<file path="config.mk">
export PLATFORM = sky130hd
export DESIGN_NAME = sram_like_arbiter
export DESIGN_NICKNAME = d
export VERILOG_FILES = /design/src/rtl/cpu_bus_pkg.sv /design/src/rtl/sram_like_mux2.sv /design/src/rtl/sram_like_arbiter.sv
export SDC_FILE = /design/constraint.sdc
export NUM_CORES = 1
export LEC_CHECK = 0
export ABC_CLOCK_PERIOD_IN_PS = 3800
export BUFFER_PORTS_ARGS = -buffer_cell sky130_fd_sc_hd__buf_4
export CAP_MARGIN = 5
export CORE_AREA = 2 2 120 122
export DETAILED_ROUTE_END_ITERATION = 6
export DIE_AREA = 0 0 122 124
export PLACE_DENSITY = 0.48
export SYNTH_ARGS = -nofsm -noshare
export SYNTH_HDL_FRONTEND = slang
export SYNTH_SLANG_ARGS = --single-unit
</file>
<file path="constraint.sdc">
create_clock -name clk -period 3.8 [get_ports clk]
set_clock_uncertainty 0.1 [all_clocks]
set_input_delay 0.95 -clock clk [delete_from_list [all_inputs] [get_ports clk]]
set_output_delay 0.95 -clock clk [all_outputs]
set_load 0.005 [all_outputs]
</file>
<file path="src/rtl/cpu_bus_pkg.sv">
// Shared types for the sram_like CPU bus: transfer sizes, arbiter states, owner encoding.
// Latency: n/a (types and constants only).
// Backpressure: n/a.
package cpu_bus_pkg;

    localparam logic [1:0] SIZE_BYTE = 2'b00;
    localparam logic [1:0] SIZE_HALF = 2'b01;
    localparam logic [1:0] SIZE_WORD = 2'b10;

    typedef enum logic [1:0] {
        IDLE = 2'd0,   // free, picking a master every cycle
        ADDR = 2'd1,   // request presented, waiting for mem_addr_ok, owner locked
        WAIT = 2'd2    // request accepted, waiting for mem_data_ok
    } arb_state_t;

    typedef enum logic {
        OWN_DATA = 1'b0,
        OWN_INST = 1'b1
    } owner_t;

endpackage

</file>
<file path="src/rtl/sram_like_mux2.sv">
// Steers the granted master's request fields onto the shared port and routes addr_ok/data_ok back to it only.
// Latency: purely combinational, zero cycles.
// Backpressure: none of its own; mem_req is the granted master's req qualified by fwd.
// Ports: grant (OWN_INST/OWN_DATA), fwd (request forwarding enable), inst_*/data_* request fields,
//        addr_ok/data_ok (handshakes already qualified by the FSM), mem_* request fields, per-master oks.
module sram_like_mux2
    import cpu_bus_pkg::*;
#(
    parameter int ADDR_W = 32,
    parameter int DATA_W = 32
) (
    input  logic              grant,
    input  logic              fwd,
    input  logic              inst_req,
    input  logic              inst_wr,
    input  logic [1:0]        inst_size,
    input  logic [ADDR_W-1:0] inst_addr,
    input  logic [DATA_W-1:0] inst_wdata,
    input  logic              data_req,
    input  logic              data_wr,
    input  logic [1:0]        data_size,
    input  logic [ADDR_W-1:0] data_addr,
    input  logic [DATA_W-1:0] data_wdata,
    input  logic              addr_ok,
    input  logic              data_ok,
    output logic              mem_req,
    output logic              mem_wr,
    output logic [1:0]        mem_size,
    output logic [ADDR_W-1:0] mem_addr,
    output logic [DATA_W-1:0] mem_wdata,
    output logic              inst_addr_ok,
    output logic              inst_data_ok,
    output logic              data_addr_ok,
    output logic              data_data_ok
);

    logic pick_inst;
    assign pick_inst = (grant == OWN_INST);

    assign mem_req   = fwd & (pick_inst ? inst_req : data_req);
    assign mem_wr    = pick_inst ? inst_wr    : data_wr;
    assign mem_size  = pick_inst ? inst_size  : data_size;
    assign mem_addr  = pick_inst ? inst_addr  : data_addr;
    assign mem_wdata = pick_inst ? inst_wdata : data_wdata;

    // The non-granted master never sees a handshake.
    assign inst_addr_ok = addr_ok &  pick_inst;
    assign data_addr_ok = addr_ok & ~pick_inst;
    assign inst_data_ok = data_ok &  pick_inst;
    assign data_data_ok = data_ok & ~pick_inst;

endmodule

</file>
<file path="src/rtl/sram_like_arbiter.sv">
// Shares one sram_like port between fetch and MEM-stage masters; data wins unless fetch has starved STARVE_LIMIT grants.
// Latency: zero added cycles on the request path (IDLE forwards combinationally); one transaction outstanding.
// Backpressure: mem_addr_ok low locks the chosen owner in ADDR; masters hold req until their addr_ok.
// Ports: clk/resetn, inst_* and data_* sram_like slave ports toward the core, mem_* master port toward the bridge.
module sram_like_arbiter
    import cpu_bus_pkg::*;
#(
    parameter int ADDR_W       = 32,
    parameter int DATA_W       = 32,
    parameter int STARVE_LIMIT = 4
) (
    input  logic              clk,
    input  logic              resetn,
    input  logic              inst_req,
    input  logic              inst_wr,
    input  logic [1:0]        inst_size,
    input  logic [ADDR_W-1:0] inst_addr,
    input  logic [DATA_W-1:0] inst_wdata,
    output logic [DATA_W-1:0] inst_rdata,
    output logic              inst_addr_ok,
    output logic              inst_data_ok,
    input  logic              data_req,
    input  logic              data_wr,
    input  logic [1:0]        data_size,
    input  logic [ADDR_W-1:0] data_addr,
    input  logic [DATA_W-1:0] data_wdata,
    output logic [DATA_W-1:0] data_rdata,
    output logic              data_addr_ok,
    output logic              data_data_ok,
    output logic              mem_req,
    output logic              mem_wr,
    output logic [1:0]        mem_size,
    output logic [ADDR_W-1:0] mem_addr,
    output logic [DATA_W-1:0] mem_wdata,
    input  logic [DATA_W-1:0] mem_rdata,
    input  logic              mem_addr_ok,
    input  logic              mem_data_ok
);

    localparam int               CNT_W   = $clog2(STARVE_LIMIT + 1);
    localparam logic [CNT_W-1:0] CNT_MAX = CNT_W'(STARVE_LIMIT);

    arb_state_t       state, state_nxt;
    owner_t           owner, owner_nxt, grant, sel;
    logic [CNT_W-1:0] starve_cnt;
    logic             owner_req;
    logic             fwd_c, aok_c, dok_c;
    logic             fwd, addr_hs, data_hs;

    // Fetch only wins a contested cycle once it has watched STARVE_LIMIT data grants go by.
    assign sel       = (inst_req && (!data_req || starve_cnt == CNT_MAX)) ? OWN_INST : OWN_DATA;
    assign owner_req = (owner == OWN_INST) ? inst_req : data_req;

    always_comb begin
        state_nxt = state;
        owner_nxt = owner;
        grant     = owner;
        fwd_c     = 1'b0;
        aok_c     = 1'b0;
        dok_c     = 1'b0;
        case (state)
            IDLE: begin
                grant = sel;
                fwd_c = 1'b1;
                if (inst_req || data_req) begin
                    owner_nxt = sel;
                    if (mem_addr_ok) begin
                        aok_c     = 1'b1;
                        state_nxt = WAIT;
                    end else begin
                        state_nxt = ADDR;
                    end
                end
            end
            ADDR: begin
                fwd_c = 1'b1;
                // A master withdrawing its request is a protocol error; abandon quietly.
                if (!owner_req) begin
                    state_nxt = IDLE;
                end else if (mem_addr_ok) begin
                    aok_c     = 1'b1;
                    state_nxt = WAIT;
                end
            end
            WAIT: begin
                if (mem_data_ok) begin
                    dok_c     = 1'b1;
                    state_nxt = IDLE;
                end
            end
            default: state_nxt = IDLE;
        endcase
    end

    // Keep the bus and both masters quiet while reset is held, even with requests present.
    assign fwd     = fwd_c & resetn;
    assign addr_hs = aok_c & resetn;
    assign data_hs = dok_c & resetn;

    always_ff @(posedge clk or negedge resetn) begin
        if (!resetn) begin
            state <= IDLE;
            owner <= OWN_DATA;
        end else begin
            state <= state_nxt;
            owner <= owner_nxt;
        end
    end

    always_ff @(posedge clk or negedge resetn) begin
        if (!resetn) begin
            starve_cnt <= '0;
        end else if (addr_hs && grant == OWN_DATA && inst_req) begin
            if (starve_cnt != CNT_MAX) begin
                starve_cnt <= starve_cnt + CNT_W'(1);
            end
        end else if ((addr_hs && grant == OWN_INST) || !inst_req) begin
            starve_cnt <= '0;
        end
    end

    sram_like_mux2 #(
        .ADDR_W (ADDR_W),
        .DATA_W (DATA_W)
    ) u_mux (
        .grant        (grant),
        .fwd          (fwd),
        .inst_req     (inst_req),
        .inst_wr      (inst_wr),
        .inst_size    (inst_size),
        .inst_addr    (inst_addr),
        .inst_wdata   (inst_wdata),
        .data_req     (data_req),
        .data_wr      (data_wr),
        .data_size    (data_size),
        .data_addr    (data_addr),
        .data_wdata   (data_wdata),
        .addr_ok      (addr_hs),
        .data_ok      (data_hs),
        .mem_req      (mem_req),
        .mem_wr       (mem_wr),
        .mem_size     (mem_size),
        .mem_addr     (mem_addr),
        .mem_wdata    (mem_wdata),
        .inst_addr_ok (inst_addr_ok),
        .inst_data_ok (inst_data_ok),
        .data_addr_ok (data_addr_ok),
        .data_data_ok (data_data_ok)
    );

    assign inst_rdata = mem_rdata;
    assign data_rdata = mem_rdata;

endmodule

</file>
**Word-level counts from Yosys, hierarchy flattened**

Index checks and enable logic that the tools add are counted.

- Word-level logic and storage cells: 60
- Bits of input ports: 172
- Register bits: 6
- Output and inout port bits: 136

- Add/subtract/negate cells: 1
- Bitwise logic cells: 9
- Reductions and logical operators: 15
- Multiplexer cells: 24
- Eq/ne operators: 8

Operator list:

| cell | count |
|---|---|
| 32-bit 2-to-1 mux | 2 |
| 2-bit 2-to-1 mux | 6 |
| 1-bit 2-to-1 mux | 11 |
| 3-bit 2-to-1 mux | 3 |
| 1-bit AND | 8 |
| 3-bit inequality test, second input constant | 2 |
| 2-bit case mux with 3 select lines | 1 |
| 1-bit logical AND | 4 |
| 2-bit inequality test, second input constant | 2 |
| 2-bit AND reduction | 2 |
| 3-bit by 1-bit adder with 3-bit output, second input constant | 1 |
| 3-bit equality test, second input constant | 1 |
| 1-bit logical OR | 3 |
| 3-bit AND reduction | 1 |
| 2-bit by 1-bit equality test with 1-bit output, second input constant | 1 |
| 2-bit equality test, second input constant | 1 |
| 1-bit logical NOT | 2 |
| 2-bit logical NOT | 1 |
| 2-bit by 1-bit inequality test with 1-bit output, second input constant | 1 |
| 1-bit case mux with 2 select lines | 1 |
| 2-bit nonzero test | 1 |
| 2-bit OR reduction | 1 |
| 1-bit NOT | 1 |

**Longest topological paths before layout**

Gate-level depths: netlist of the first run.

- Depth after elaboration: 10
- Depth in mapped cells: 6
- Gate-level depth less buffers: 6

**Hierarchy**

From an unflattened synthesis of the first run, not the netlist that was laid out.

- Cells, all modules: 197
- Area total of the unflattened synthesis: 2,153.3 µm²

By module, submodules not included:

| module | cells an instance | times used | sequential area each (µm²) | area an instance (µm²) |
|---|---|---|---|---|
| sram_like_mux2 | 81 | 1 | 0.0 | 1,186.1 |
| sram_like_arbiter | 116 | 1 | 150.1 | 967.2 |

**Least setup slack after synthesis of the first run**

OpenSTA, ideal clock, no wires.

- Kind: input port to output port
- Start: in inst_req
- End: out mem_addr[12]
- Buffers on the path: 1
- Data required time: 2.750 ns
- Path slack: 0.715 ns
- Stages on the path: 4
- Arrival: 2.035 ns
- Cell sequence: inv_1 -> o31ai_4 -> buf_6 -> mux2_2

- Longest elaborated chain between the ends: 4

RTL lines:

| item | line | source |
|---|---|---|
| start, declared | sram_like_arbiter.sv:14 | `input logic inst_req,` |
| 1-bit logical AND | sram_like_arbiter.sv:51 | `assign sel = (inst_req && (!data_req \|\| starve_cnt == CNT_MAX)) ? OWN_INST : OWN_DATA;` |
| 1-bit 2-to-1 mux | sram_like_arbiter.sv:51 |  |
| 1-bit 2-to-1 mux | sram_like_arbiter.sv:61 | `case (state)` |
| 32-bit 2-to-1 mux | sram_like_mux2.sv:43 | `assign mem_addr = pick_inst ? inst_addr : data_addr;` |
| end, declared | sram_like_arbiter.sv:33 | `output logic [ADDR_W-1:0] mem_addr,` |

No other way between the ends.

**Worst setup path in the final report of the first run**

- Start: in inst_req
- End: out mem_addr[23]

The elaborated chain is that of the path after synthesis.

==> run metrics, run 1 <==
status=complete, no violations; Post-CTS Resized=0; total negative setup slack=0 ns; Routed Antenna Nets=0; Syn Inst Count=186; largest net degree at the start of global routing=45; share of cells above drive strength 1=0.849; most common cell after layout, fill and taps aside=buf_4; Syn Std Cell Area=between 1500 and 2000 sq um; Via density=3.63; crit path DAT=2.43 ns; synthesis-stage register bit count=6; CP startpoint kind=input port; min cycle time layout=3.48 ns; Setup-failing EPs final=0; Buf/Inv on CP=4; commonest cells after routing, fill and taps aside=buf_4 (212), mux2_2 (39), mux2_4 (20); VDD IR max=0.221 mV; Setup CP Type=in2out; total grt overflow=0; # DRC=0; Layout area overhead=74.1%; crit share post-route=0.916; DP Cell Count=508; Root Buffer=clkbuf_16; Peak Freq=287 MHz; syn_area_per_cell=9.81 sq um; wire per inst=16.6 um; GPL Wtd Cong=approximately 0.83; unrepaired setup endpoints after global routing=no; Max Transition Viols Final=0; CTS buffer count=3; vias in the first global route=1874; first-pass GRT wire length=between 10 and 15 mm; crit path cell chain=buf_4, inv_1, o31ai_4, buf_4, mux2_2, buf_4; CP required=2.75 ns; initial antenna violation count=0; Adder-Cell Fraction of Synth Area=0.0137; Ports=a little over 300; die area=15100 sq um; post-synthesis sequential area ratio=0.0823; Final Hold Violating Endpoints=0; critical path peak fanout=27; Core Util, Final=0.232; dpl ws=about 0.3 ns; CTS tree=built; Fillers=roughly 1500; HPWL Detailed=7.32 mm; Core ar.=13700 sq um; Iter 0 DRT Violations=38; CP most frequent cell=buf_4; Max Cap Viol=0; largest family of logic cells by synthesized area=multiplexers; setup slack after layout=0.317 ns; mux cell area share after synthesis=0.455; cell row count=43; start point of the critical path=inst_req; Leak=1.58 nW; simple-gate area share of the yosys netlist=0.0768; Net Count, Synth=360; final WL=8.50 mm; first drt pass iteration count=4; Post-Synth XOR/XNOR Area=0; Post-CTS Hold Buffers=0; CP max stage cell=buf_4; die extent in y=124 um; Non-Filler Instances=511; Via Count=1854; CP Capture Type=output port; n_diodes=0; input/output buffers=211; CTS sink cnt=6; Max stage delay on crit path=0.40 ns; Reg-to-Reg Start=owner; Sequential Area=~150 sq um; setup bufs post-CTS=0; multi-input logic area=1100 sq um; Nets=507; Top delay family on crit path=buffers and inverters; Design Power=1.03 mW; Die X-Extent=122 um; Cell variety after synth=29; synth warn=0; Clock Path Buffers=2; Clock Pin Slew Worst Setup and Hold Paths=0.03 ns; H-Tree Depth=1; Pwr Density=325 nW/um^2; Slew @ Worst Pin=approximately 0.5 ns; relative slew slack=0.659; GR Util All Layers=0.0998; Hold Path Class=in2async; Synth Area in Compound Gates=0.0556; Initial Utilization=0.133; worst skew pair latency=around 0.23 ns
## flip-flops by register name, indices dropped and copies added (netlist names)
| signal | count |
|---|---|
| owner | 1 |
| state | 2 |
| starve_cnt | 3 |
## where the power goes
part	switching, mW	internal, mW
Clock	0.0357	0.135
Sequential	0.0119	0.0729
Combinational	0.289	0.489
## cell type report
| class | instances | area share |
|---|---|---|
| Multi-Input combinational cell | 104 | 0.345 |
| Clock buffer | 3 | 0.0236 |
| Inverter | 5 | 0.00591 |
| Sequential cell | 6 | 0.0473 |
| Tap cell | 180 | 0.0709 |
| Timing Repair Buffer | 213 | 0.507 |
## through the flow
stage          hold WS [ns]  cell area, sq um
3_5_place_dp          0.436              3100
6_report              0.437              3180
4_1_cts               0.434              3180
3_3_place_gp          0.425              3100
5_1_grt               0.438              3180
2_1_floorplan         0.396              1820
## final timing paths
check                                end  slack (ns)  cells past startpoint
setup / recovery            mem_addr[23]        0.32                      6
hold / removal             starve_cnt[2]        0.44                      1
setup reg to reg           starve_cnt[2]        2.01                      4
hold reg to reg                 state[0]        0.45                      1
max in group asynchronous          owner        3.03                      1
min in group clk                state[0]        0.45                      1
## metal layers
| metal | wire length [um] | GRT usage |
|---|---|---|
| met2 | 3930 | 0.164 |
| met5 | 0 | 0 |
| met1 | 3200 | 0.116 |
| met3 | 1250 | 0.0490 |
| met4 | 119 | 0.0273 |
## Yosys cell counts
cell | count | share of area
o2111ai_1 | 1 | 0.0048
nand4b_1 | 1 | 0.0048
nor2b_1 | 2 | 0.0069
o221a_2 | 1 | 0.0062
o32ai_1 | 2 | 0.0096
nor3_1 | 2 | 0.0055
buf_6 | 7 | 0.043
nor4_1 | 1 | 0.0034
or2_4 | 2 | 0.0096
nor2_1 | 3 | 0.0062
inv_1 | 5 | 0.010
mux2_4 | 20 | 0.16
nor3b_1 | 3 | 0.012
mux2_2 | 39 | 0.24
a31o_2 | 1 | 0.0048
a21o_1 | 1 | 0.0041
nand2b_1 | 1 | 0.0034
a21oi_1 | 2 | 0.0055
and3b_1 | 1 | 0.0048
nand2_1 | 5 | 0.010
mux2_1 | 8 | 0.049
o21ai_0 | 2 | 0.0055
buf_4 | 64 | 0.26
or3_4 | 1 | 0.0062
o22ai_1 | 1 | 0.0034
ha_1 | 2 | 0.014
and2_1 | 1 | 0.0034
o31ai_4 | 1 | 0.012
dfrtp_1 | 6 | 0.082
## logic make-up after synthesis
logic type,after synthesis
buffers and inverters,76
muxes,67
and+or+nand+nor,23
AOI/OAI and AO/OA,12
DFF,6
adders and majority gates,2
Note: power is estimated with default switching activity, not from simulation.
==> inputs of run 2 (changes only) <==
Settings changed: PLACE_DENSITY 0.48 to 0.54.
==> run 2 against run 1 <==
Sequential power is essentially flat. Clock power about the same. Sequential share of layout area about the same. Critical endpoint is now mem_addr[5].
==> run metrics, run 2 (synthesis results as in run 1) <==
status=complete, no violations; Top reg by flops=starve_cnt; Setup-failing EPs final=0; Setup CP Type=in2out; worst skew pair latency=0.23 ns; Leak=1.58 nW; Initial Utilization=0.133; Routed Antenna Nets=0; HPWL Detailed=approximately 6.4 mm; Fillers=1500; Post-CTS Resized=0; final WL=7.40 mm; total negative setup slack=0 ns; Root Buffer=clkbuf_16; cell row count=43; wire per inst=14.5 um; sequential share of power=0.082; initial antenna violation count=0; largest net degree at the start of global routing=43; Peak Freq=280 MHz; layer with the highest usage=met2; M3 GR Usage=0.0261; Layout area overhead=74.8%; min cycle time layout=3.57 ns; GR Util All Layers=0.0820; Post-CTS Hold Buffers=0; switching share of power=0.317; Iter 0 DRT Violations=30; Clock Pin Slew Worst Setup and Hold Paths=around 0.03 ns; CTS tree=built; met1 usage=0.102; critical path peak fanout=42; Ports=308; switching pwr=327 uW; met2 Use GR=0.138; Slew @ Worst Pin=between 0.5 and 0.6 ns; CTS buffer count=3; share of cells above drive strength 1=0.849; Clk pwr share=0.167; setup bufs post-CTS=0; dpl ws=0.187 ns; unrepaired setup endpoints after global routing=no; GPL Wtd Cong=0.783; Via density=between 3 and 4; H-Tree Depth=1; Design Power=a little over 1 mW; Logic pwr share=0.751; first drt pass iteration count=3; Core ar.=13700 sq um; crit path DAT=~2.5 ns; CTS sink cnt=6; Max Transition Viols Final=0; CP Capture Type=output port; DP Area=3110 sq um; total grt overflow=0; relative slew slack=0.648; Hold Path Class=reg2reg; Max Cap Viol=0; vias in the first global route=between 1500 and 2000; Via Count=1844; Pwr Density=about 320 nW/um^2; Final Hold Violating Endpoints=0; VDD IR max=between 0.15 and 0.2 mV; input/output buffers=211; fin area=3190 sq um; Regs by FF count=starve_cnt: 3 flops, state: 2 flops, owner: 1 flops; n_diodes=0; commonest cells after routing, fill and taps aside=buf_4 (211), mux2_2 (39), mux2_4 (20); # DRC=0; Clock Path Buffers=2; crit share post-route=0.939; Die X-Extent=122 um; Nets=507; setup slack after layout=about 0.23 ns; Pint=roughly 700 uW; first-pass GRT wire length=9.54 mm; CP startpoint kind=input port; most common cell after layout, fill and taps aside=buf_4; die extent in y=about 120 um; die area=15100 sq um; max FFs per register=3; CP required=around 2.8 ns
## run 2: power groups by stage
stage                     Sequential (mW)  Combinational (mW)  Clock, mW
after global routing               0.0862               0.829      0.180
after detailed placement           0.0850               0.784          0
after global placement             0.0846               0.777          0
after floorplan                    0.0816               0.460          0
final                              0.0846               0.774      0.172
after CTS                          0.0842               0.790      0.177
## run 2: layer usage
layer / share of wire / up-vias
met3: 0.12 / 7
met4: 0.010 / 0
met2: 0.47 / 134
met1: 0.40 / 825
met5: 0 / -
li1: - / 878
## run 2: layout make-up
cell class	count	area, sq um	share of cell area
Inverter	5	18.8	0.00588
Tap cell	180	225	0.0706
Timing Repair Buffer	213	1620	0.509
Multi-Input combinational cell	104	1100	0.344
Clock buffer	3	75.1	0.0235
Sequential cell	6	150	0.0471
## run 2: final timing paths
check / from / end / slack (ns) / cells after the start
hold / removal: starve_cnt[0] / starve_cnt[0] / 0.43 / 1
max in group asynchronous: resetn / starve_cnt[0] / 3.03 / 1
setup / recovery: inst_req / mem_addr[5] / 0.23 / 6
hold reg to reg: starve_cnt[0] / starve_cnt[0] / 0.43 / 1
min in group asynchronous: resetn / owner / 0.44 / 1
setup reg to reg: state[0] / starve_cnt[2] / 2.02 / 4
## run 2: per-stage QoR
stage          utilization  cells  hold slack, ns
4_1_cts              0.232    511           0.434
5_1_grt              0.232    511           0.438
3_3_place_gp         0.227    508           0.423
3_5_place_dp         0.227    508           0.429
2_1_floorplan            -    186           0.396
6_report             0.232    511           0.432
## run 2: critical path: stages
cell     delay (ns)
buf_4          0.12
inv_1          0.08
o31ai_4        0.42
buf_12         0.29
mux2_1         0.44
buf_4          0.17
==> inputs of run 3 (changes only) <==
Settings changed: ABC_CLOCK_PERIOD_IN_PS 3800 to 4180, CORE_AREA 2 2 120 122 to 3 3 117 119, DIE_AREA 0 0 122 124 to 0 0 120 122, PLACE_DENSITY 0.54 to 0.56.
Clock period 3.8 ns to 4.18 ns, I/O delays scaled along.
==> run 3 against run 2 <==
First-iteration DRC count increased by 37%. Clock-buffer cell count unchanged. Non-clock buffer count unchanged. Critical path type unchanged. Combinational power decreased by 10%.
==> run metrics, run 3 (synthesis results as in run 1) <==
Setup-failing EPs final=0; Routed Antenna Nets=0; total grt overflow=0; Post-CTS Hold Buffers=0; cell row count=41; CP startpoint kind=input port; initial antenna violation count=0; first drt pass iteration count=3; Peak Freq=between 200 and 300 MHz; Logic pwr share=0.751; Die X-Extent=120 um; most common cell after layout, fill and taps aside=buf_4; setup slack, reg-to-reg=2.39 ns; CTS sink cnt=6; Fillers=1365; Hold Path Class=reg2reg; vias in the first global route=between 1500 and 2000; Slew @ Worst Pin=0.526 ns; Layout area overhead=73.6%; Core ar.=12700 sq um; switching share of power=0.315; Nets=507; Max Cap Viol=0; Via Count=1855; CP Capture Type=output port; H-Tree Depth=1; Hold Slack=about 0.45 ns; Root Buffer=clkbuf_16; min cycle time layout=3.61 ns; Setup CP Type=in2out; Final Hold Violating Endpoints=0; max FFs per register=3; unrepaired setup endpoints after global routing=no; die area=14600 sq um; Leak=1.58 nW; die extent in y=122 um; Regs by FF count=starve_cnt: 3 flops, state: 2 flops, owner: 1 flops; Via density=3.69; wire per inst=15.0 um; sequential share of power=0.082; critical path peak fanout=54; final WL=roughly 7.5 mm; commonest cells after routing, fill and taps aside=buf_4 (212), mux2_2 (39), mux2_4 (20); Ports=slightly above 300; multi-input logic area=1100 sq um; Clk pwr share=0.166; CTS tree=built; input/output buffers=211; Clock Pin Slew Worst Setup and Hold Paths=0.03 ns; n_diodes=0; Post-CTS Resized=0; GR Util All Layers=0.0884; GPL Wtd Cong=0.702; largest net degree at the start of global routing=55; status=complete, no violations; HPWL Detailed=6.53 mm; relative slew slack=0.646; Pint=633 uW; VDD IR max=approximately 0.26 mV; Iter 0 DRT Violations=41; Sequential Area=roughly 150 sq um; worst skew pair latency=about 0.23 ns; CTS buffer count=3; Clock Path Buffers=2; crit path DAT=2.46 ns; switching pwr=between 200 and 300 uW; # DRC=0; crit share post-route=0.863; setup bufs post-CTS=0; CP required=3.03 ns; Pwr Density=292 nW/um^2; Top reg by flops=starve_cnt; Initial Utilization=0.144; share of cells above drive strength 1=0.849; Max Transition Viols Final=0; first-pass GRT wire length=between 10 and 15 mm; total negative setup slack=0 ns
==> run 3: cell count changes in the layout (fill, tap and decap cells not counted) <==
| cell | change |
|---|---|
| buf_12 | -1 |
| buf_4 | +1 |
==> run 3: routing by layer <==
layer  routed length [um]  vias to the layer above  GRT usage
met2                 3640                      131      0.152
met3                  884                        2     0.0334
met5                    0                        -          0
met1                 3000                      846      0.108
li1                     -                      876          -
met4                   28                        0     0.0129
==> run 3: power by group through the flow <==
stage / Sequential [mW] / Combinational [mW] / Clock, mW
after floorplan: 0.0742 / 0.419 / 0
after global placement: 0.0768 / 0.698 / 0
after detailed placement: 0.0765 / 0.708 / 0
after CTS: 0.0759 / 0.712 / 0.158
after global routing: 0.0779 / 0.746 / 0.163
final: 0.0761 / 0.694 / 0.154
==> run 3: cell type report <==
type / count / area share
timing repair buffer: 213 / 0.509
multi-input combinational: 104 / 0.346
clock buffer: 3 / 0.0237
inverter: 5 / 0.00593
tap: 172 / 0.0680
sequential: 6 / 0.0474
==> run 3: final timing paths <==
kind / from / to / cells after the start
min: starve_cnt[0] / starve_cnt[0] / 1
min reg2reg: starve_cnt[0] / starve_cnt[0] / 1
max in group asynchronous: resetn / owner / 1
min in group asynchronous: resetn / starve_cnt[0] / 1
max reg2reg: state[0] / starve_cnt[2] / 4
max: inst_req / mem_addr[15] / 6
==> run 3: critical path: stages <==
cell and delay, ns:
buf_4 0.13, inv_1 0.08, o31ai_4 0.29, buf_12 0.31, mux2_2 0.41, buf_4 0.14
==> run 3: per-stage QoR <==
| step | utilization | total power [mW] | instance area [sq um] | worst slack, ns | instances |
|---|---|---|---|---|---|
| floorplan | - | 0.493 | 1820 | 0.905 | 186 |
| global placement | 0.244 | 0.775 | 3090 | 0.608 | 500 |
| detailed placement | 0.244 | 0.784 | 3090 | 0.569 | 500 |
| CTS | 0.250 | 0.946 | 3170 | 0.562 | 503 |
| global route | 0.250 | 0.987 | 3170 | 0.493 | 503 |
| finish | 0.250 | 0.924 | 3170 | 0.573 | 503 |
